--- src/rtl/mult_pkg.sv ---
// Shared types for the iterative shift-add multiplier.
// The controller only needs its state encoding here; operand-width types live with WIDTH.
package mult_pkg;

  typedef enum logic [1:0] {
    IDLE    = 2'd0,
    COMPUTE = 2'd1,
    DONE    = 2'd2
  } state_t;

endpackage

--- src/rtl/mult_step.sv ---
// One shift-add step of the multiplier: conditional add (or final subtract in signed mode),
// then a one-bit right shift of {A,B}. Purely combinational so it can be replicated when unrolled.
module mult_step #(
  parameter int WIDTH = 8
) (
  input  logic [WIDTH-1:0] i_a,
  input  logic [WIDTH-1:0] i_b,
  input  logic [WIDTH-1:0] i_m,
  input  logic             i_s,
  input  logic             i_last,
  output logic             o_x,
  output logic [WIDTH-1:0] o_a,
  output logic [WIDTH-1:0] o_b
);

  typedef struct packed {
    logic             x;
    logic [WIDTH-1:0] a;
    logic [WIDTH-1:0] b;
  } step_t;

  logic [WIDTH:0] w_a_ext;
  logic [WIDTH:0] w_m_ext;
  logic [WIDTH:0] w_sum;
  step_t          w_step;

  always_comb begin
    w_a_ext = {i_s & i_a[WIDTH-1], i_a};
    w_m_ext = {i_s & i_m[WIDTH-1], i_m};
    // The multiplier's MSB carries negative weight in two's complement, so its partial product is subtracted.
    if (i_s && i_last && i_b[0]) begin
      w_sum = w_a_ext - w_m_ext;
    end else if (i_b[0]) begin
      w_sum = w_a_ext + w_m_ext;
    end else begin
      w_sum = w_a_ext;
    end
  end

  // The (W+1)-bit sum cannot overflow, so its top bit is the true sign / carry shifted into A.
  always_comb begin
    w_step.x = i_s & w_sum[WIDTH];
    w_step.a = w_sum[WIDTH:1];
    w_step.b = {w_sum[0], i_b[WIDTH-1:1]};
  end

  assign o_x = w_step.x;
  assign o_a = w_step.a;
  assign o_b = w_step.b;

endmodule

--- src/rtl/shift_add_multiplier.sv ---
// Iterative W x W multiplier, one product bit per clock; signed or unsigned, result in {A,B}.
// state   | meaning
// IDLE    | waiting; Load writes B, a Run rising edge latches M/S and starts
// COMPUTE | one add/shift step per clock, W steps
// DONE    | product valid, Done pulses for this cycle
module shift_add_multiplier
  import mult_pkg::*;
#(
  parameter int WIDTH = 8
) (
  input  logic             i_clk,
  input  logic             i_rst_n,
  input  logic             i_load,
  input  logic             i_run,
  input  logic             i_signed_mode,
  input  logic [WIDTH-1:0] i_din,
  output logic [WIDTH-1:0] o_a,
  output logic [WIDTH-1:0] o_b,
  output logic             o_x,
  output logic             o_busy,
  output logic             o_done
);

  localparam int CNT_W = (WIDTH > 2) ? $clog2(WIDTH) : 1;
  localparam logic [CNT_W-1:0] LAST_CNT = CNT_W'(WIDTH - 1);

  state_t           r_state;
  state_t           w_state_nxt;
  logic [WIDTH-1:0] r_a;
  logic [WIDTH-1:0] r_b;
  logic [WIDTH-1:0] r_m;
  logic             r_x;
  logic             r_s;
  logic             r_run_q;
  logic [CNT_W-1:0] r_cnt;

  logic             w_start;
  logic             w_last;
  logic             w_busy;
  logic             w_done;
  logic             w_step_x;
  logic [WIDTH-1:0] w_step_a;
  logic [WIDTH-1:0] w_step_b;

  assign w_last = (r_cnt == LAST_CNT);

  mult_step #(.WIDTH(WIDTH)) u_step (
    .i_a    (r_a),
    .i_b    (r_b),
    .i_m    (r_m),
    .i_s    (r_s),
    .i_last (w_last),
    .o_x    (w_step_x),
    .o_a    (w_step_a),
    .o_b    (w_step_b)
  );

  always_ff @(posedge i_clk or negedge i_rst_n) begin
    if (!i_rst_n) begin
      r_state <= IDLE;
    end else begin
      r_state <= w_state_nxt;
    end
  end

  always_comb begin
    w_state_nxt = r_state;
    w_start     = 1'b0;
    w_busy      = 1'b0;
    w_done      = 1'b0;
    case (r_state)
      IDLE: begin
        // Load wins over a coincident Run edge; run_q still advances, so that edge is lost.
        if (!i_load && i_run && !r_run_q) begin
          w_start     = 1'b1;
          w_state_nxt = COMPUTE;
        end
      end
      COMPUTE: begin
        w_busy = 1'b1;
        if (w_last) begin
          w_state_nxt = DONE;
        end
      end
      DONE: begin
        w_done      = 1'b1;
        w_state_nxt = IDLE;
      end
      default: w_state_nxt = IDLE;
    endcase
  end

  always_ff @(posedge i_clk or negedge i_rst_n) begin
    if (!i_rst_n) begin
      r_a     <= '0;
      r_b     <= '0;
      r_x     <= 1'b0;
      r_m     <= '0;
      r_s     <= 1'b0;
      r_cnt   <= '0;
      r_run_q <= 1'b0;
    end else begin
      r_run_q <= i_run;
      case (r_state)
        IDLE: begin
          if (i_load) begin
            r_b <= i_din;
            r_a <= '0;
            r_x <= 1'b0;
          end else if (w_start) begin
            r_a   <= '0;
            r_x   <= 1'b0;
            r_m   <= i_din;
            r_s   <= i_signed_mode;
            r_cnt <= '0;
          end
        end
        COMPUTE: begin
          r_a   <= w_step_a;
          r_b   <= w_step_b;
          r_x   <= w_step_x;
          r_cnt <= r_cnt + CNT_W'(1);
        end
        default: ;
      endcase
    end
  end

  assign o_a    = r_a;
  assign o_b    = r_b;
  assign o_x    = r_x;
  assign o_busy = w_busy;
  assign o_done = w_done;

endmodule

--- config.mk ---
export PLATFORM = sky130hd
export DESIGN_NAME = shift_add_multiplier
export DESIGN_NICKNAME = d
export VERILOG_FILES = /design/src/rtl/mult_pkg.sv /design/src/rtl/mult_step.sv /design/src/rtl/shift_add_multiplier.sv
export SDC_FILE = /design/constraint.sdc
export NUM_CORES = 1
export LEC_CHECK = 0
export BUFFER_PORTS_ARGS = -buffer_cell sky130_fd_sc_hd__clkbuf_2
export CORE_MARGIN = 2
export CORE_UTILIZATION = 57
export CTS_CLUSTER_DIAMETER = 60
export DETAILED_ROUTE_END_ITERATION = 10
export MAX_ROUTING_LAYER = met4
export PLACE_DENSITY_LB_ADDON = 0.12
export SYNTH_ARGS = -nofsm -noshare
export SYNTH_HDL_FRONTEND = slang
export SYNTH_SLANG_ARGS = --single-unit
--- constraint.sdc ---
create_clock -name i_clk -period 6 [get_ports i_clk]
set_clock_uncertainty 0.1 [all_clocks]
set_input_delay 0.3 -clock i_clk [delete_from_list [all_inputs] [get_ports i_clk]]
set_output_delay 0.3 -clock i_clk [all_outputs]
set_load 0.01 [all_outputs]
==> results.tsv, run 1 <==
metric	value	unit
Area growth syn-to-layout	12.7	%
Filler cells	340	
Syn Area/Cell	8.88	µm²
Clk pwr share	15.1	%
nets	314	
cell with the most instances after synthesis	dfrtp_1	
peak supply drop	0.000314	V
Worst Setup End Kind	output pin	
DRC	0	
DRT iter0 DRCs	217	
clock latency on the worst-skew pair	0.28	ns
root buf cell	clkbuf_8	
GRT Util Overall	28.8	%
Syn Nets	287	
most instantiated cells after synthesis	32 x dfrtp_1, 25 x o21ai_0, 22 x a21oi_1, 22 x inv_1	
area leader, netlist	dfrtp_1	
# clock sinks	32	
Int Power	831	µW
static leakage power	0.00119	µW
Seq pwr share	28.6	%
Worst-Margin Slew	0.797	ns
Synth Instances	254	
Total Wirelength	5540	µm
post-route ant nets	0	
CTS Hold Bufs	0	
max cap viols	0	
# diodes	0	
vias per cell	6.13	
Final Hold Viols	28	
total gr overflow	0	
Post-synth EDFFs	0	
Core Area	3740	µm²
nature of the critical path startpoint	flip-flop	
post-synthesis register bit count	32	
routed length per instance	16.8	µm
sequential fraction of the synthesis area	35.5	%
vias in the first global route	1884	
crit-path max FO	17	
htree depth	2	
Final Critical Period	2.40	ns
Bufs on Longest Clock Path	2	
violated checks	negative hold slack	
largest net degree at the start of global routing	33	
share of post-route cells with drive strength above 1	16.7	%
register area	801	µm²
Worst Path Arrival	2.00	ns
Final Non-Filler Cells	330	
yosys warns	0	
Cell Area, Synth	2250	µm²
postcts setup bufs	0	
share of the synthesized area in the top cell type	35.5	%
post_cts resized	0	
Final Cycle Share	40.1	%
RSZ-0062 raised after global routing	false	
DRT Pass-1 Iters	4	
Multi-input gate area	1310	µm²
CTS Buf Count	5	
Reg clk slew, reported paths	0.07	ns
CTS tree	done	
Synth area leaders	dfrtp_1 36%, ha_1 10%, o21ai_0 5.5%	
Die Y	66.9	µm
Switching Share	45.8	%
FFs w/ async S/R, synth	100	%
global-route wire length before repair	9370	µm
P per Cell Area	603	nW/µm²
Worst EP required	5.60	ns
top_reg_cell synth	dfrtp_1	
Final Wtd Congestion	0.909	
final setup TNS	0	ns
worst min path class	input pin to async pin	
status	finished with violations	
DPL Wire Length	3900	µm
Distinct cells, synth	48	
Rows	22	
# IOs	32	
critical path class	flip-flop to output pin	
Comb pwr share	56.3	%
vias	2023	
initial core utilization	60.2	%
Die W	66.9	µm
Die ar.	4470	µm²
Tot Pwr	1530	µW
total placed cells including tap cells	322	
Fmax	416	MHz
IO buf count	31	
hold_ws	-0.00800	ns
Switching Power	701	µW
initial antenna violation count	0	
final setup fails	0	
Final Max Slew Viols	0	
slew margin rel.	46.9	%
[final timing paths]
path                       startpoint  endpoint  slack, ns  cells after the start
max reg2reg                    o_a[0]       o_x       3.66                      9
min in group i_clk              i_run   r_run_q       0.04                      1
min reg2reg                  r_cnt[1]  r_cnt[1]       0.40                      1
min                           i_rst_n    r_m[1]     -0.008                      1
max in group asynchronous     i_rst_n    o_b[2]       5.30                      1
max                        r_state[0]    o_busy       3.60                      3
[state kept, by name, indices dropped and copies added, names as in the netlist]
name and flops:
r_run_q 1, r_m 8, o_x 1, o_b 8, r_state 2, o_a 8
r_cnt 3, r_s 1
[power by group through the flow]
stage | Sequential [µW] | Clock (µW) | Combinational (µW)
finish | 439 | 231 | 862
global route | 455 | 245 | 967
CTS | 435 | 234 | 854
detailed placement | 438 | 0 | 844
global placement | 435 | 0 | 827
floorplan | 418 | 0 | 666
[cell families (layout without fill, tap and decap cells)]
logic type                 after synthesis  in the layout  share of synthesized area [%]
buffers and inverters                   34             62                           6.44
DFF                                     32             32                           35.5
muxes                                    8              8                           3.66
and+or+nand+nor                         68             68                           15.8
adders and majority gates               20             20                           11.8
xor gates and xnor gates                 5              5                           1.94
AOI/OAI and AO/OA                       87             87                           24.9
[worst max-delay path, stage by stage, from the launching register on]
cell	delay, ns
dfrtp_1	0.64
nand2b_1	0.30
inv_1	0.53
clkbuf_2	0.24
[metrics by stage]
| step | hold slack, ns | util (%) | instance area, µm² | setup WS (ns) |
|---|---|---|---|---|
| after CTS | 0.0234 | 67.9 | 2540 | 3.65 |
| after global routing | 0.0447 | 67.9 | 2540 | 3.46 |
| after detailed placement | 0.329 | 64.5 | 2410 | 3.71 |
| after global placement | 0.329 | 64.5 | 2410 | 3.74 |
| after floorplan | -0.0956 | - | 2250 | 3.83 |
| final | -0.00800 | 67.9 | 2540 | 3.60 |
[layer usage]
metal  vias up  global-route usage, %  routed length (µm)
met5         -                      -                   0
met3        10                   4.73                 286
li1        958                      -                   -
met1       980                   38.2                2580
met4         0                   7.40                  58
met2        75                   46.3                2610
[cell type report]
class                      count  area share [%]
tap                           48            2.36
clock inverter                 1            1.18
clock buffer                   7            3.79
sequential                    32            31.5
timing repair buffer          32            6.40
inverter                      22            3.25
multi-input combinational    188            51.5
[placed cells by master (no fill, tap or decap), types with 2 or more instances in the layout]
cell	n
mux2_2	2
and3_1	2
a32oi_1	2
nand2_1	18
a22o_1	2
o21ai_0	25
a21oi_1	22
fa_1	2
clkbuf_2	31
nor2_1	14
dfrtp_1	32
nor3b_1	2
a211oi_1	2
o21bai_1	2
mux2i_1	6
o221ai_1	3
xnor2_1	4
a32o_1	3
a21o_1	2
o31ai_1	4
clkbuf_8	7
inv_1	22
nand2b_1	4
nand3_1	4
a22oi_1	8
nor2b_1	11
ha_1	18
nor3_1	7
Note: power is estimated with default switching activity, not from simulation.
==> inputs of run 2 (changes only) <==
--- a/config.mk
+++ b/config.mk
@@ -7,7 +7,7 @@
 export LEC_CHECK = 0
 export BUFFER_PORTS_ARGS = -buffer_cell sky130_fd_sc_hd__clkbuf_2
 export CORE_MARGIN = 2
-export CORE_UTILIZATION = 57
+export CORE_UTILIZATION = 52
 export CTS_CLUSTER_DIAMETER = 60
 export DETAILED_ROUTE_END_ITERATION = 10
 export MAX_ROUTING_LAYER = met4
==> constraint.sdc (replaced) <==
create_clock -name i_clk -period 2.05 [get_ports i_clk]
set_clock_uncertainty 0.1 [all_clocks]
set_input_delay 0.1025 -clock i_clk [delete_from_list [all_inputs] [get_ports i_clk]]
set_output_delay 0.1025 -clock i_clk [all_outputs]
set_load 0.01 [all_outputs]
==> run 2 against run 1 <==
The flow finishes with violations (negative setup slack). Critical path type is now flip-flop to flip-flop. Worst hold slack improved by 0.26 ns. Flip-flop and latch count unchanged. Largest cell class unchanged. Global-route usage decreased by 1.5 points. First-iteration DRC count decreased by 18%.
==> results.tsv, run 2 (synthesis results as in run 1) <==
metric	value	unit
vias in the first global route	2152	
largest net degree at the start of global routing	33	
worst min path class	input pin to flip-flop	
Final Max Slew Viols	0	
final worst slack	-0.0857	ns
Worst Path Arrival	2.21	ns
most frequent cells in the layout	39 x buf_4, 31 x clkbuf_2, 31 x dfrtp_1	
DRC	0	
max cap viols	0	
Core Util, Final	73.8	%
CTS Buf Count	5	
Filler cells	289	
total gr overflow	0	
DPL Wire Length	4290	µm
Die ar.	4880	µm²
IO buf count	31	
critical path class	flip-flop to flip-flop	
Worst R2R Start	o_a[0]	
post-route ant nets	0	
Final Hold Viols	0	
peak supply drop	0.000857	V
Final Cycle Share	104	%
share of post-route cells with drive strength above 1	32.6	%
# IOs	32	
Rows	23	
Core Area	4090	µm²
global-route wire length before repair	10400	µm
Placement Setup Slack	-0.148	ns
clock latency on the worst-skew pair	0.29	ns
critical path capture point	o_x	
nature of the critical path startpoint	flip-flop	
GRT Util Overall	27.4	%
violated checks	negative setup slack	
Total Wirelength	6020	µm
Die Y	69.8	µm
Die W	69.8	µm
Worst EP required	2.13	ns
Area growth syn-to-layout	33.7	%
# diodes	0	
Reg clk slew, reported paths	0.07	ns
CTS tree	done	
RR Endpoint	o_x	
Worst Setup End Kind	flip-flop	
vias per cell	5.72	
vias	2178	
commonest non-fill, non-tap cell in the layout	buf_4	
# clock sinks	32	
final setup TNS	-0.193	ns
htree depth	2	
r2r setup slk	-0.09	ns
crit-path max FO	3	
hold_ws	0.249	ns
slew margin rel.	46.1	%
initial antenna violation count	0	
initial core utilization	55.2	%
Fmax	468	MHz
status	finished with violations	
root buf cell	clkbuf_8	
DRT iter0 DRCs	178	
Final Wtd Congestion	0.926	
final setup fails	3	
routed length per instance	15.8	µm
start point of the critical path	o_a[0]	
Tot Pwr	5160	µW
Worst-Margin Slew	0.809	ns
Bufs on Longest Clock Path	2	
DRT Pass-1 Iters	4	
Worst R2R Path Depth	9	
static leakage power	0.00141	µW
Final Critical Period	2.14	ns
nets	363	
P per Cell Area	1710	nW/µm²
RSZ-0062 raised after global routing	true	
==> run 2: how the worst min path moves through the flow <==
| stage | start | endpoint | slack [ns] | cells after the start |
|---|---|---|---|---|
| after detailed placement | i_rst_n | r_cnt[1] | 0.13 | 1 |
| after CTS | i_load | o_b[6] | 0.24 | 4 |
| after floorplan | i_rst_n | o_a[0] | -0.29 | 0 |
| final | i_load | o_b[6] | 0.25 | 4 |
| after global placement | i_rst_n | r_cnt[1] | 0.12 | 1 |
| after global routing | i_load | o_b[0] | 0.27 | 3 |
==> run 2: layout make-up <==
type                            instances  area, µm²  share of cell area [%]
Multi-Input combinational cell        188       1420                    47.1
Sequential cell                        32        802                    26.6
Timing Repair Buffer                   81        558                    18.5
Clock buffer                            8       90.1                    2.99
Inverter                               22       82.6                    2.74
Tap cell                               50       62.6                    2.08
==> run 2: stage by stage <==
step / area (µm²) / std cells
after floorplan: 2260 / 254
after global placement: 2690 / 359
after detailed placement: 2690 / 359
after CTS: 2940 / 381
after global routing: 3010 / 381
final: 3010 / 381
==> run 2: worst max-delay path, cell delays in order, from the launching register on <==
cell and delay (ns):
dfrtp_1 0.41, inv_2 0.08, ha_4 0.13, inv_2 0.04, fa_2 0.35, nand3_2 0.09, nand3_2 0.09, and3_4 0.16
or3_4 0.33, a32o_1 0.25
==> run 2: per-layer routing <==
layer / part of all wire, % / GRT usage (%)
met5: 0 / -
met4: 1.8 / 8.33
met3: 4.7 / 4.65
met2: 48 / 43.8
met1: 45 / 35.7
==> run 2: what timing repair did <==
action | in CTS | in global routing
pin swaps | 4 | 6
endpoints found under the hold margin | 42 | 0
gates resized for setup | 10 | 16
setup buffers | 3 | 0
endpoints found under the setup margin | 5 | 9
hold buffers | 11 | 0
==> run 2: power by group <==
part	switching [µW]	internal, µW
Combinational	1800	1640
Clock	230	274
Sequential	289	918
Total	2320	2830
==> inputs of run 3 (changes only) <==
--- a/config.mk
+++ b/config.mk
@@ -10,7 +10,6 @@
 export CORE_UTILIZATION = 52
 export CTS_CLUSTER_DIAMETER = 60
 export DETAILED_ROUTE_END_ITERATION = 10
-export MAX_ROUTING_LAYER = met4
 export PLACE_DENSITY_LB_ADDON = 0.12
 export SYNTH_ARGS = -nofsm -noshare
 export SYNTH_HDL_FRONTEND = slang
==> run 3 against run 2 <==
The run still ends with negative setup slack left. Via count shrank 0.73%. Final cell count unchanged. Final area did not move. Register-to-register slack hardly changed. Count of clock-buffer cells in the layout stayed put. Flip-flop and latch count did not move. Largest power group unchanged.
==> results.tsv, run 3 (synthesis results as in run 1) <==
metric	value	unit
Worst R2R Start	o_a[0]	
Final Non-Filler Cells	381	
Area growth syn-to-layout	33.7	%
clock latency on the worst-skew pair	0.29	ns
final worst slack	-0.0786	ns
Worst-Margin Slew	0.801	ns
Area after DPL	2690	µm²
routed length per instance	15.6	µm
Worst Setup End Kind	flip-flop	
Worst Path Arrival	2.21	ns
Clk pwr share	9.8	%
Comb pwr share	66.8	%
r2r setup slk	-0.08	ns
total placed cells including tap cells	359	
Reg clk slew, reported paths	0.07	ns
global-route wire length before repair	10400	µm
hold path endpoint	o_b[6]	
Switching Share	44.9	%
Die ar.	4880	µm²
IO buf count	31	
Final Critical Period	2.13	ns
Rows	23	
nets	363	
register area	802	µm²
CTS tree	done	
Total Wirelength	5950	µm
vias	2162	
max cap viols	0	
worst min path class	input pin to flip-flop	
DRC	0	
slew margin rel.	46.6	%
crit-path max FO	3	
Bufs on Longest Clock Path	2	
hold path start	i_load	
most frequent cells in the layout	39 x buf_4, 31 x clkbuf_2, 31 x dfrtp_1	
Worst R2R Path Depth	9	
# clock sinks	32	
Int Power	2830	µW
Final Cycle Share	104	%
Placement Setup Slack	-0.148	ns
commonest non-fill, non-tap cell in the layout	buf_4	
post-route ant nets	0	
Filler cells	289	
htree depth	2	
P per Cell Area	1710	nW/µm²
DPL Wire Length	4290	µm
status	finished with violations	
Seq pwr share	23.5	%
Die W	69.8	µm
Final Max Slew Viols	0	
critical path class	flip-flop to flip-flop	
RR Endpoint	o_x	
vias in the first global route	2154	
violated checks	negative setup slack	
initial core utilization	55.2	%
share of post-route cells with drive strength above 1	32.6	%
peak supply drop	0.000853	V
nature of the critical path startpoint	flip-flop	
Fmax	470	MHz
Multi-input gate area	1420	µm²
static leakage power	0.00141	µW
vias per cell	5.67	
Worst EP required	2.13	ns
Final Hold Viols	0	
RSZ-0062 raised after global routing	true	
Die Y	69.8	µm
DRT iter0 DRCs	180	
# IOs	32	
Core Area	4090	µm²
Min-Delay Path Depth	4	
largest net degree at the start of global routing	33	
# diodes	0	
Final Wtd Congestion	0.910	
root buf cell	clkbuf_8	
initial antenna violation count	0	
GRT Util Overall	26.5	%
DRT Pass-1 Iters	5	
fin area	3010	µm²
Switching Power	2310	µW
total gr overflow	0	
CTS Buf Count	5	
final setup fails	3	
==> run 3: cell counts in the layout (fill, tap and decap cells not counted) <==
Identical to the previous run, type by type.
==> run 3: power by group through the flow <==
stage | logic [µW] | clock network (µW) | registers, µW
6_report | 3430 | 502 | 1210
4_1_cts | 3230 | 515 | 1190
3_3_place_gp | 3050 | 0 | 1190
2_1_floorplan | 1970 | 0 | 1220
3_5_place_dp | 3080 | 0 | 1200
5_1_grt | 3820 | 539 | 1260
==> run 3: layer usage <==
layer,part of all wire (%),vias up,GRT usage [%]
li1,-,1061,-
met4,1.8,0,7.69
met2,48,73,43.8
met1,45,1020,35.7
met3,4.7,8,4.65
met5,0,-,0
==> run 3: worst max-delay path by stage <==
| stage | start | endpoint | slack [ns] | cells past startpoint |
|---|---|---|---|---|
| 5_1_grt | r_m[0] | o_a[3] | -0.17 | 9 |
| 3_3_place_gp | r_m[0] | o_a[7] | -0.08 | 9 |
| 2_1_floorplan | o_a[0] | o_x | -0.06 | 9 |
| 3_5_place_dp | r_m[0] | o_a[7] | -0.15 | 9 |
| 6_report | o_a[0] | o_x | -0.08 | 9 |
| 4_1_cts | o_a[0] | o_x | -0.08 | 9 |
==> run 3: what timing repair did <==
| item | CTS | global route |
|---|---|---|
| setup buffers | 3 | 0 |
| setup endpoints to repair | 5 | 9 |
| resized for setup | 10 | 16 |
| hold buffers | 11 | 0 |
| hold endpoints to repair | 42 | 0 |
| pin swaps | 4 | 6 |
==> run 3: metrics by stage <==
step / hold WS (ns) / utilization (%) / setup TNS, ns / total power, µW
floorplan: -0.293 / - / -0.0847 / 3190
global placement: 0.124 / 65.8 / -0.150 / 4250
finish: 0.237 / 73.8 / -0.174 / 5140
detailed placement: 0.128 / 65.8 / -0.353 / 4280
CTS: 0.236 / 72.0 / -0.139 / 4930
global route: 0.269 / 73.8 / -0.791 / 5610
==> run 3: worst max-delay path: stages, from the launching register on <==
cell and delay, ns:
dfrtp_1 0.41, inv_2 0.08, ha_4 0.13, inv_2 0.04, fa_2 0.35, nand3_2 0.09
nand3_2 0.09, and3_4 0.16, or3_4 0.33, a32o_1 0.25
==> run 3: area by class of cell <==
class | instances | share of cell area, %
Timing Repair Buffer | 81 | 18.5
Inverter | 22 | 2.74
Multi-Input combinational cell | 188 | 47.1
Tap cell | 50 | 2.08
Sequential cell | 32 | 26.6
Clock buffer | 8 | 2.99
